===== src/rtl/serial_arith_pkg.sv =====
// Shared definitions for the bit-serial arithmetic blocks: FSM encoding and
// a counter-width helper.
package serial_arith_pkg;

  typedef enum logic [1:0] {
    IDLE  = 2'd0,
    SHIFT = 2'd1,
    DONE  = 2'd2
  } state_t;

  // ceil(log2(n)), never below 1 so a WIDTH=1 counter still has a bit
  function automatic int clog2_min1(input int n);
    int r;
    r = 0;
    for (int i = 0; i < 31; i++) begin
      if ((1 << i) < n) r = i + 1;
    end
    if (r == 0) r = 1;
    return r;
  endfunction

endpackage


===== src/rtl/sub_bit_cell.sv =====
// One-bit full-adder cell; the serial subtractor feeds it inverted subtrahend
// bits and reuses it every SHIFT cycle.
module sub_bit_cell (
  input  logic x,
  input  logic y,
  input  logic cin,
  output logic s,
  output logic cout
);

  assign s    = x ^ y ^ cin;
  assign cout = (x & y) | (x & cin) | (y & cin);

endmodule


===== src/rtl/n_bit_twos_complement_serial_sub.sv =====
// Bit-serial a - b - borrow_in, LSB first, one bit per clock; result after WIDTH clocks.
// Optional SERIAL_SUB_ADD_MODE_EN adds an op_sub port selecting add (0) or subtract (1).
module n_bit_twos_complement_serial_sub
  import serial_arith_pkg::*;
#(
  parameter int WIDTH = 5
) (
  input  logic             clk,
  input  logic             rst_n,
  input  logic             in_valid,
  output logic             in_ready,
  input  logic [WIDTH-1:0] a,
  input  logic [WIDTH-1:0] b,
  input  logic             borrow_in,
`ifdef SERIAL_SUB_ADD_MODE_EN
  input  logic             op_sub,
`endif
  output logic             out_valid,
  input  logic             out_ready,
  output logic [WIDTH-1:0] diff,
  output logic             borrow_out,
  output logic             overflow
);

  localparam int CW = clog2_min1(WIDTH);

  state_t           state_q, state_d;
  logic [WIDTH-1:0] a_sr_q, a_sr_d;
  logic [WIDTH-1:0] b_sr_q, b_sr_d;
  logic [WIDTH-1:0] diff_q, diff_d;
  logic             carry_q, carry_d;
  logic [CW-1:0]    cnt_q, cnt_d;
  logic             borrow_out_q, borrow_out_d;
  logic             overflow_q, overflow_d;

  logic             accept;
  logic             last_bit;
  logic             cell_s;
  logic             cell_cout;
  logic             sub_sel;   // operation requested at the accept edge
  logic             sub_mode;  // operation of the transaction in flight

`ifdef SERIAL_SUB_ADD_MODE_EN
  logic sub_mode_q, sub_mode_d;

  assign sub_sel  = op_sub;
  assign sub_mode = sub_mode_q;

  always_comb begin
    sub_mode_d = sub_mode_q;
    if (accept) sub_mode_d = op_sub;
  end

  always_ff @(posedge clk or negedge rst_n) begin
    if (!rst_n) sub_mode_q <= 1'b1;
    else        sub_mode_q <= sub_mode_d;
  end
`else
  assign sub_sel  = 1'b1;
  assign sub_mode = 1'b1;
`endif

  assign accept   = in_valid && (state_q == IDLE);
  assign last_bit = (state_q == SHIFT) && (cnt_q == CW'(WIDTH - 1));

  sub_bit_cell u_cell (
    .x    (a_sr_q[0]),
    .y    (b_sr_q[0]),
    .cin  (carry_q),
    .s    (cell_s),
    .cout (cell_cout)
  );

  // FSM: state register
  always_ff @(posedge clk or negedge rst_n) begin
    if (!rst_n) state_q <= IDLE;
    else        state_q <= state_d;
  end

  // FSM: next state
  always_comb begin
    state_d = state_q;
    case (state_q)
      IDLE:    if (accept)    state_d = SHIFT;
      SHIFT:   if (last_bit)  state_d = DONE;
      DONE:    if (out_ready) state_d = IDLE;
      default:                state_d = IDLE;
    endcase
  end

  // FSM: outputs
  always_comb begin
    in_ready  = (state_q == IDLE);
    out_valid = (state_q == DONE);
  end

  // Datapath: load on accept, shift one bit per SHIFT cycle
  always_comb begin
    a_sr_d       = a_sr_q;
    b_sr_d       = b_sr_q;
    diff_d       = diff_q;
    carry_d      = carry_q;
    cnt_d        = cnt_q;
    borrow_out_d = borrow_out_q;
    overflow_d   = overflow_q;
    if (accept) begin
      a_sr_d  = a;
      b_sr_d  = sub_sel ? ~b : b;
      carry_d = sub_sel ? ~borrow_in : borrow_in;
      cnt_d   = '0;
    end else if (state_q == SHIFT) begin
      a_sr_d            = a_sr_q >> 1;
      b_sr_d            = b_sr_q >> 1;
      diff_d            = diff_q >> 1;
      diff_d[WIDTH-1]   = cell_s;
      carry_d           = cell_cout;
      cnt_d             = cnt_q + CW'(1);
      if (last_bit) begin
        // carry_q here is the carry into the MSB position
        overflow_d   = carry_q ^ cell_cout;
        borrow_out_d = sub_mode ? ~cell_cout : cell_cout;
      end
    end
  end

  always_ff @(posedge clk or negedge rst_n) begin
    if (!rst_n) begin
      a_sr_q       <= '0;
      b_sr_q       <= '0;
      diff_q       <= '0;
      carry_q      <= 1'b0;
      cnt_q        <= '0;
      borrow_out_q <= 1'b0;
      overflow_q   <= 1'b0;
    end else begin
      a_sr_q       <= a_sr_d;
      b_sr_q       <= b_sr_d;
      diff_q       <= diff_d;
      carry_q      <= carry_d;
      cnt_q        <= cnt_d;
      borrow_out_q <= borrow_out_d;
      overflow_q   <= overflow_d;
    end
  end

  assign diff       = diff_q;
  assign borrow_out = borrow_out_q;
  assign overflow   = overflow_q;

endmodule


===== config.mk =====
export PLATFORM = sky130hd
export DESIGN_NAME = n_bit_twos_complement_serial_sub
export DESIGN_NICKNAME = d
export VERILOG_FILES = /design/src/rtl/serial_arith_pkg.sv /design/src/rtl/sub_bit_cell.sv /design/src/rtl/n_bit_twos_complement_serial_sub.sv
export SDC_FILE = /design/constraint.sdc
export NUM_CORES = 1
export LEC_CHECK = 0
export CAP_MARGIN = 30
export CORE_ASPECT_RATIO = 0.75
export CORE_MARGIN = 4
export CORE_UTILIZATION = 44
export DETAILED_ROUTE_END_ITERATION = 6
export PLACE_DENSITY = 0.74
export SYNTH_ARGS = -nofsm -noshare
export SYNTH_HDL_FRONTEND = slang
export SYNTH_SLANG_ARGS = --single-unit

===== constraint.sdc =====
create_clock -name clk -period 1.41 [get_ports clk]
set_clock_uncertainty 0.1 [all_clocks]
set_input_delay 0.2115 -clock clk [delete_from_list [all_inputs] [get_ports clk]]
set_output_delay 0.2115 -clock clk [all_outputs]
set_load 0.05 [all_outputs]

==> metrics, run 1 <==
NumNets Final=171; max_cap viols=0; delay-heaviest family, CP=flip-flops; period utilisation layout=108.2%; clk_lat worst skew=0.33 ns; critical-path maximum fanout=4; DP Area=0.001551 sq mm; fin worst setup slack=-0.1150 ns; most frequent cells in the layout=21 x dfrtp_1, 21 x buf_4, 20 x nand2_1; n_diodes=0; Ports=24; synth warn=0; Sum Neg Setup Slack=-0.3953 ns; CTS tree=yes; PortBufs=23; H-tree depth=1; minimum clock period=1.525 ns; CP dominant cell by count=buf_12; Die Y=50.95 um; Sink Count=23; Iter 0 DRT Violations=41; post-cts hold buffer count=0; HP Class=primary input to async pin; P_leak=0.8117 nW; share of cells above drive strength 1=39.47%; total gr overflow=0; via count=965; Critical Path Max Stage Delay=0.47 ns; first-pass GRT wire length=4464 um; Antenna Nets Post-Route=0; DR WL/cell=14.87 um; post-synthesis sequential area ratio=53.18%; worst ir drop on vdd=1.271 mV; core area=0.002327 sq mm; Slowest cell on crit path=dfrtp_2; Starting Density=46.51%; Slew Limit Headroom=80.51%; 1st-pass router iterations=4; Num CTS Buffers=3; #FFs+latches synth=23; status=complete, but fails checks; f_max=655.7 MHz; number of setup violations in the final report=12; Crit. End Element=output port; HPWL Detailed=1812 um; antenna violations before repair=0; area added between synthesis and finish=63.24%; Gate Count Post-Synth=106; CP Class=register to output port; critical path arrival=1.21 ns; syn nets=124; Syn Std Cell Area=0.001082 sq mm; Core Util, Final=75.91%; Final Hold Fails=0; GP Congestion=0.7950; Req. time, crit path=1.10 ns; Clk pin slew, worst setup/hold paths=0.14 ns; # fillers=171; Final Non-Filler Cells=186; failing checks=setup timing; global-route usage over all layers=18.16%; pre-CTS WS=-0.2154 ns; DIE WIDTH=65.27 um; RSZ-0062 raised after global routing=yes; total chip power=4.199 mW; die area=0.003326 sq mm; final wirelength=2765 um; syn avg cell area=10.21 sq um; Netlist cell types=32; row count=15; Pwr per Cell Area=2377 mW/mm^2; vias in the first global route=942; ordered cell list for the critical path=buf_12 > nor2_4 > buf_12; largest net degree at the start of global routing=24; placed insts=172; Clk Tree Root Cell=clkbuf_4; DR DRC count=0; Final Hold Slack=0.1169 ns; mean number of vias per cell=5.188; post-route cell area=0.001767 sq mm; crit path launch type=register; Worst Path Buf+Inv=2; worst slew pin tran=0.2924 ns; clock tree buffer depth=2; Slew Limit Fails=0
## final timing paths
kind                       slack (ns)  cells past startpoint                    from                      to
max                             -0.12                      3  state_q[1]$_DFFE_PN0P_                in_ready
min                              0.12                      2                   rst_n     diff[1]$_DFFE_PN0P_
max reg2reg                     -0.04                      5  state_q[1]$_DFFE_PN0P_   a_sr_q[0]$_DFFE_PN0P_
min reg2reg                      0.42                      1    cnt_q[0]$_DFFE_PN0P_    cnt_q[0]$_DFFE_PN0P_
max in group asynchronous        0.85                      2                   rst_n  state_q[0]$_DFFE_PN0P_
min in group clk                 0.34                      2                    b[4]   b_sr_q[4]$_DFFE_PN0P_
## routing by layer
metal / wire length, um / up-vias / track usage [%]
li1: - / 459 / -
met1: 1230 / 470 / 23.73
met2: 1332 / 32 / 28.40
met3: 164 / 4 / 6.374
met4: 37 / 0 / 5.517
met5: 0 / - / 0
## synthesized netlist by cell type
master	count	area (sq um)
xnor2_1	1	8.760
a221o_1	4	40.04
o21ai_0	1	5.000
o22a_1	2	17.52
a211o_1	1	8.760
clkbuf_1	1	3.750
nor2_1	2	7.510
o2bb2ai_1	1	8.760
o21ai_1	5	25.02
buf_2	5	25.02
nor3_1	2	10.01
a31oi_1	1	6.260
o21bai_1	1	7.510
o41ai_1	1	8.760
nor3b_1	1	7.510
o211ai_1	1	7.510
nor2b_1	1	6.260
nand2b_1	5	31.28
a2bb2oi_1	2	17.52
nand3_1	2	10.01
nand3b_1	1	7.510
dfrtp_1	23	575.6
o32ai_1	1	8.760
inv_1	9	33.78
fa_1	1	20.02
nand2_1	21	78.83
nor2_2	1	6.260
mux2_1	2	22.52
o221a_1	1	11.26
o31ai_1	3	22.52
a211oi_1	1	7.510
ha_1	2	25.02
## report_power, final
group          internal, mW  total [mW]  switching [mW]  leakage, nW
registers             0.962        1.23           0.266        0.284
logic                  1.42        2.65            1.23        0.510
clock network         0.107       0.325           0.219       0.0177
## registers in the layout (all words and copies together), names as in the netlist
| name | flops |
|---|---|
| state_q | 2 |
| borrow_out | 1 |
| b_sr_q | 5 |
| cnt_q | 3 |
| diff | 5 |
| carry_q | 1 |
| overflow | 1 |
| a_sr_q | 5 |
## what timing repair did
item,4_1_cts,5_1_grt
hold endpoints to repair,0,0
setup buffers,6,3
cloned,1,0
pin swaps,3,2
resized for setup,11,13
endpoints found under the setup margin,10,22
## cell type report
type                    count  area (sq um)  share of cell area (%)
clock buffers               3         22.52                   1.275
clock inverters             1         5.005                  0.2833
flip-flops and latches     23         578.1                   32.72
inverters                   9         33.78                   1.912
multi-input cells          68         531.8                   30.10
well taps                  34         42.54                   2.408
repair buffers             48         553.0                   31.30
## kinds of logic (layout without fill, tap and decap cells)
family / Yosys count / after routing / synth area share, %
adders and majority gates: 3 / 3 / 4.162
xor gates and xnor gates: 1 / 1 / 0.8094
and+or+nand+nor: 36 / 36 / 15.26
DFF: 23 / 23 / 53.18
buffers and inverters: 15 / 61 / 5.779
muxes: 2 / 2 / 2.081
AOI/OAI and AO/OA: 26 / 26 / 18.73
Note: power is estimated with default switching activity, not from simulation.
==> inputs of run 2 (changes only) <==
- PLACE_DENSITY: 0.74 -> default
- PLACE_DENSITY_LB_ADDON: default -> 0.15
==> run 2 against run 1 <==
Compared with the run above: critical path depth increased by 1; via count shrank 6.2%; cell count down 1.1%; non-clock buffer count shrank 2; worst hold slack better by 0.0049 ns; cell area is 2.2% lower; highest routed layer unchanged; count of clock-buffer cells in the layout did not move; routed wire length fell by 7.7%; core utilization fell by 1.7 points; sequential power about the same; total power is 1.9% lower; the flow still finishes with violations (setup timing); clock power shrank 3%.
==> metrics, run 2 (synthesized netlist as in run 1, its figures left out) <==
antenna violations before repair=0 (unchanged); CTS tree=yes (unchanged); HPWL Detailed=1735 um (was 1812 um); Crit. End Element=output port (unchanged); P_leak=0.8038 nW (was 0.8117 nW); global-route usage over all layers=16.94% (was 18.16%); Iter 0 DRT Violations=67 (was 41); number of setup violations in the final report=8 (was 12); n_diodes=0 (unchanged); H-tree depth=1 (unchanged); DR DRC count=0 (unchanged); Sink Count=23 (unchanged); largest net degree at the start of global routing=24 (unchanged); area added between synthesis and finish=59.65% (was 63.24%); share of cells above drive strength 1=34.00% (was 39.47%); reg-to-reg slack, setup=-0.09 ns (was -0.04 ns); mean number of vias per cell=4.918 (was 5.188); Antenna Nets Post-Route=0 (unchanged); post-route cell area=0.001728 sq mm (was 0.001767 sq mm); DIE WIDTH=65.27 um (unchanged); via count=905 (was 965); DR WL/cell=13.87 um (was 14.87 um); Num CTS Buffers=3 (unchanged); row count=15 (unchanged); clock tree buffer depth=2 (unchanged); GP Congestion=0.7408 (was 0.7950); final wirelength=2552 um (was 2765 um); CP Class=register to output port (unchanged); worst ir drop on vdd=1.124 mV (was 1.271 mV); post-cts hold buffer count=0 (unchanged); critical-path maximum fanout=5 (was 4); Ports=24 (unchanged); fin worst setup slack=-0.1431 ns (was -0.1150 ns); DP Area=0.001559 sq mm (was 0.001551 sq mm); Clk Tree Root Cell=clkbuf_4 (unchanged); 1st-pass router iterations=4 (unchanged); worst slew pin tran=0.3007 ns (was 0.2924 ns); r2r endpoint=b_sr_q[0]$_DFFE_PN0P_ (was a_sr_q[0]$_DFFE_PN0P_); clk_lat worst skew=0.32 ns (was 0.33 ns); Starting Density=46.51% (unchanged); NumNets Final=169 (was 171); PortBufs=23 (unchanged); critical path arrival=1.24 ns (was 1.21 ns); die area=0.003326 sq mm (unchanged); total chip power=4.118 mW (was 4.199 mW); vias in the first global route=893 (was 942); Die Y=50.95 um (unchanged); crit path launch type=register (unchanged); most frequent cells in the layout=21 x nand2_1, 21 x dfrtp_1, 18 x buf_4 (was 21 x dfrtp_1, 21 x buf_4, 20 x nand2_1); Final Hold Fails=0 (unchanged); Slew Limit Fails=0 (unchanged); Pwr per Cell Area=2383 mW/mm^2 (was 2377 mW/mm^2); status=complete, but fails checks (unchanged); Worst R2R Start=state_q[0]$_DFFE_PN0P_ (was state_q[1]$_DFFE_PN0P_); max_cap viols=0 (unchanged); RSZ-0062 raised after global routing=yes (unchanged); Req. time, crit path=1.10 ns (about the same); period utilisation layout=110.1% (was 108.2%); minimum clock period=1.553 ns (was 1.525 ns); Reg2Reg Depth=5 (unchanged); failing checks=setup timing (unchanged); # fillers=166 (was 171); core area=0.002327 sq mm (unchanged); first-pass GRT wire length=4243 um (was 4464 um); Clk pin slew, worst setup/hold paths=0.13 ns (was 0.14 ns); f_max=643.9 MHz (was 655.7 MHz); Slew Limit Headroom=79.69% (was 80.51%); HP Class=primary input to async pin (unchanged); total gr overflow=0 (unchanged)
## run 2: cell count changes in the layout (fill, tap and decap cells not counted), moves of 2 or more
cell | before | now
inv_1 | 5 | 7
buf_4 | 21 | 18
inv_2 | 4 | 1
o31ai_2 | 2 | 0
buf_6 | 2 | 4
o31ai_1 | 1 | 3
## run 2: critical path, stage by stage (launching register included)
cell      delay, ns
dfrtp_2        0.47
buf_6          0.13
nand2b_4       0.14
inv_4          0.05
buf_12         0.12
## run 2: layout make-up
type / instances / area (sq um) / area share, %
Tap cell: 34 / 42.54 / 2.462
Clock inverter: 1 / 5.005 / 0.2896
Inverter: 9 / 36.28 / 2.100
Clock buffer: 3 / 22.52 / 1.303
Multi-Input combinational cell: 68 / 523.0 / 30.27
Timing Repair Buffer: 46 / 520.5 / 30.12
Sequential cell: 23 / 578.1 / 33.45
## run 2: how the worst max path moves through the flow
stage                      startpoint                    end
2_1_floorplan   a_sr_q[0]$_DFFE_PN0P_   overflow$_DFFE_PN0P_
3_3_place_gp                 in_valid  b_sr_q[0]$_DFFE_PN0P_
3_5_place_dp                 in_valid  a_sr_q[0]$_DFFE_PN0P_
4_1_cts        state_q[0]$_DFFE_PN0P_              out_valid
5_1_grt        state_q[0]$_DFFE_PN0P_              out_valid
6_report       state_q[0]$_DFFE_PN0P_              out_valid
## run 2: power breakdown
group / total (mW) / leakage [nW] / internal (mW) / switching, mW
clock: 0.314 / 0.0177 / 0.106 / 0.208
sequential: 1.22 / 0.284 / 0.962 / 0.253
combinational: 2.59 / 0.502 / 1.36 / 1.23
total: 4.12 / 0.804 / 2.43 / 1.69
## run 2: per-layer routing
metal	vias up	track usage, %	wire length (um)
met3	2	4.835	83
met4	0	5.172	25
met1	429	24.16	1200
met5	-	0	0
met2	14	24.87	1243
li1	460	-	-
## run 2: timing repair
item / CTS / global route
gates resized for setup: 12 / 11
setup buffers: 3 / 3
cloned: 0 / 1
hold endpoints to repair: 0 / 0
pin swaps: 4 / 1
endpoints found under the setup margin: 13 / 15
## run 2: metrics by stage
| step | hold WS [ns] | setup TNS [ns] | cells | worst slack (ns) | util [%] |
|---|---|---|---|---|---|
| CTS | 0.1393 | -0.3300 | 180 | -0.1521 | 71.02 |
| floorplan | -0.1841 | 0 | 106 | 0.004883 | - |
| detailed placement | 0.4004 | -1.934 | 173 | -0.1909 | 66.99 |
| finish | 0.1217 | -0.7638 | 184 | -0.1431 | 74.25 |
| global route | 0.1347 | -1.187 | 184 | -0.1925 | 74.25 |
| global placement | 0.3892 | -1.566 | 173 | -0.1559 | 66.99 |
==> inputs of run 3 (changes only) <==
- GPL_TIMING_DRIVEN: default -> 1
- REMOVE_ABC_BUFFERS: default -> 1
- clock period: 1.41 -> 1.25 ns (I/O delays scaled with it)
==> run 3 against run 2 <==
Compared with the run above: the flow still finishes with violations (setup timing); combinational power rose by 22%; die area did not move; sequential share of layout area fell by 1.5 points; routed wire length rose by 13%; critical path type unchanged; non-clock buffer count rose by 3; count of clock-buffer cells in the layout did not move; clock power rose by 12%; sequential power rose by 11%; total power rose by 18%; first-iteration DRC count fell by 46%.
==> metrics, run 3 (synthesized netlist as in run 1, its figures left out) <==
Critical Path Max Stage Delay=0.43 ns (was 0.47 ns); fin worst setup slack=-0.2459 ns (was -0.1431 ns); crit path launch type=register (unchanged); area added between synthesis and finish=66.94% (was 59.65%); DIE WIDTH=65.27 um (unchanged); NumNets Final=172 (was 169); antenna violations before repair=0 (unchanged); final wirelength=2881 um (was 2552 um); H-tree depth=1 (unchanged); clk_lat worst skew=0.32 ns (about the same); clock tree buffer depth=2 (unchanged); CP Class=register to output port (unchanged); Clk Tree Root Cell=clkbuf_4 (unchanged); HPWL Detailed=1850 um (was 1735 um); post-route cell area=0.001807 sq mm (was 0.001728 sq mm); post-cts hold buffer count=0 (unchanged); 1st-pass router iterations=4 (unchanged); number of setup violations in the final report=21 (was 8); core area=0.002327 sq mm (unchanged); max_cap viols=0 (unchanged); RSZ-0062 raised after global routing=yes (unchanged); P_leak=0.8339 nW (was 0.8038 nW); placed insts=175 (was 173); CTS tree=yes (unchanged); Final Non-Filler Cells=187 (was 184); f_max=668.5 MHz; Slew Limit Headroom=82.63% (was 79.69%); Num CTS Buffers=3 (unchanged); Sink Count=23 (unchanged); DR DRC count=0 (unchanged); largest net degree at the start of global routing=24 (unchanged); Antenna Nets Post-Route=0 (unchanged); Final Hold Fails=0 (unchanged); commonest non-fill, non-tap cell in the layout=dfrtp_1; first-pass GRT wire length=4740 um (was 4243 um); Req. time, crit path=0.96 ns (was 1.10 ns); worst ir drop on vdd=1.450 mV (was 1.124 mV); minimum clock period=1.496 ns; Pwr per Cell Area=2701 mW/mm^2 (was 2383 mW/mm^2); critical path arrival=1.21 ns (was 1.24 ns); Die Y=50.95 um (unchanged); row count=15 (unchanged); Starting Density=46.51% (unchanged); Sum Neg Setup Slack=-2.635 ns (was -0.7638 ns); period utilisation layout=119.7%; Slowest cell on crit path=dfrtp_1 (was dfrtp_2); worst slew pin tran=0.2597 ns (was 0.3007 ns); most frequent cells in the layout=22 x dfrtp_1, 21 x nand2_1, 19 x buf_4 (was 21 x nand2_1, 21 x dfrtp_1, 18 x buf_4); DP Area=0.001564 sq mm (was 0.001559 sq mm); PortBufs=23 (unchanged); register area=576.8 sq um (was 578.1 sq um); # fillers=168 (was 166); ordered cell list for the critical path=buf_6 > nand2b_4 > inv_2 > buf_12 (was buf_6 > nand2b_4 > inv_4 > buf_12); multi-input logic area=566.8 sq um (was 523.0 sq um); HP Class=primary input to async pin (unchanged); Slew Limit Fails=0 (unchanged); via count=979 (was 905); global-route usage over all layers=18.63% (was 16.94%); Crit. End Element=output port (unchanged); DR WL/cell=15.41 um (was 13.87 um); share of cells above drive strength 1=39.22% (was 34.00%); failing checks=setup timing (unchanged); pre-CTS WS=-0.3738 ns (was -0.1909 ns); GP Congestion=0.8271 (was 0.7408); Clk pin slew, worst setup/hold paths=0.13 ns (about the same); n_diodes=0 (unchanged); total gr overflow=0 (unchanged); Core Util, Final=77.63% (was 74.25%); Final Hold Slack=0.09276 ns (was 0.1217 ns); Iter 0 DRT Violations=36 (was 67); status=complete, but fails checks (unchanged); total chip power=4.879 mW (was 4.118 mW); die area=0.003326 sq mm (unchanged); mean number of vias per cell=5.235 (was 4.918); Ports=24 (unchanged); critical-path maximum fanout=3 (was 5); vias in the first global route=1,028 (was 893)
run 3: what timing repair did:
item / 4_1_cts / 5_1_grt
buffers inserted: 5 / 3
pin swaps: 6 / 4
endpoints found under the setup margin: 22 / 27
gates resized for setup: 24 / 9
run 3: final cells by class:
cell class	count	area share, %
multi-input combinational	68	31.37
sequential	23	31.93
tap	34	2.355
clock inverter	1	0.2770
timing repair buffer	49	30.96
clock buffer	3	1.247
inverter	9	1.870
run 3: where the power goes:
part / internal (mW) / switching (mW) / total (mW)
logic: 1.64 / 1.53 / 3.17
clock network: 0.120 / 0.233 / 0.353
registers: 1.08 / 0.278 / 1.36
total: 2.84 / 2.04 / 4.88
run 3: routing by layer:
metal | vias to the layer above | wire length, um | global-route usage (%)
met4 | 0 | 76 | 3.103
li1 | 465 | - | -
met3 | 10 | 197 | 5.934
met1 | 466 | 1140 | 22.02
met2 | 38 | 1467 | 33.61
met5 | - | 0 | 0
run 3: worst paths after layout:
check | start | endpoint | slack [ns] | cells after the start
worst min register to register | b_sr_q[1]$_DFFE_PN0P_ | b_sr_q[0]$_DFFE_PN0P_ | 0.42 | 1
max in group asynchronous | rst_n | b_sr_q[4]$_DFFE_PN0P_ | 0.81 | 2
worst min-delay path | rst_n | cnt_q[2]$_DFFE_PN0P_ | 0.09 | 2
worst max-delay path | state_q[0]$_DFFE_PN0P_ | out_valid | -0.25 | 4
min in group clk | out_ready | state_q[1]$_DFFE_PN0P_ | 0.32 | 2
worst max register to register | a_sr_q[0]$_DFFE_PN0P_ | overflow$_DFFE_PN0P_ | -0.21 | 4
run 3: critical path: cells and delay by family (launching register included):
family                 cells  cell delay, ns
flip-flops                 1            0.43
buffers and inverters      3            0.33
AND/OR/NAND/NOR            1            0.13
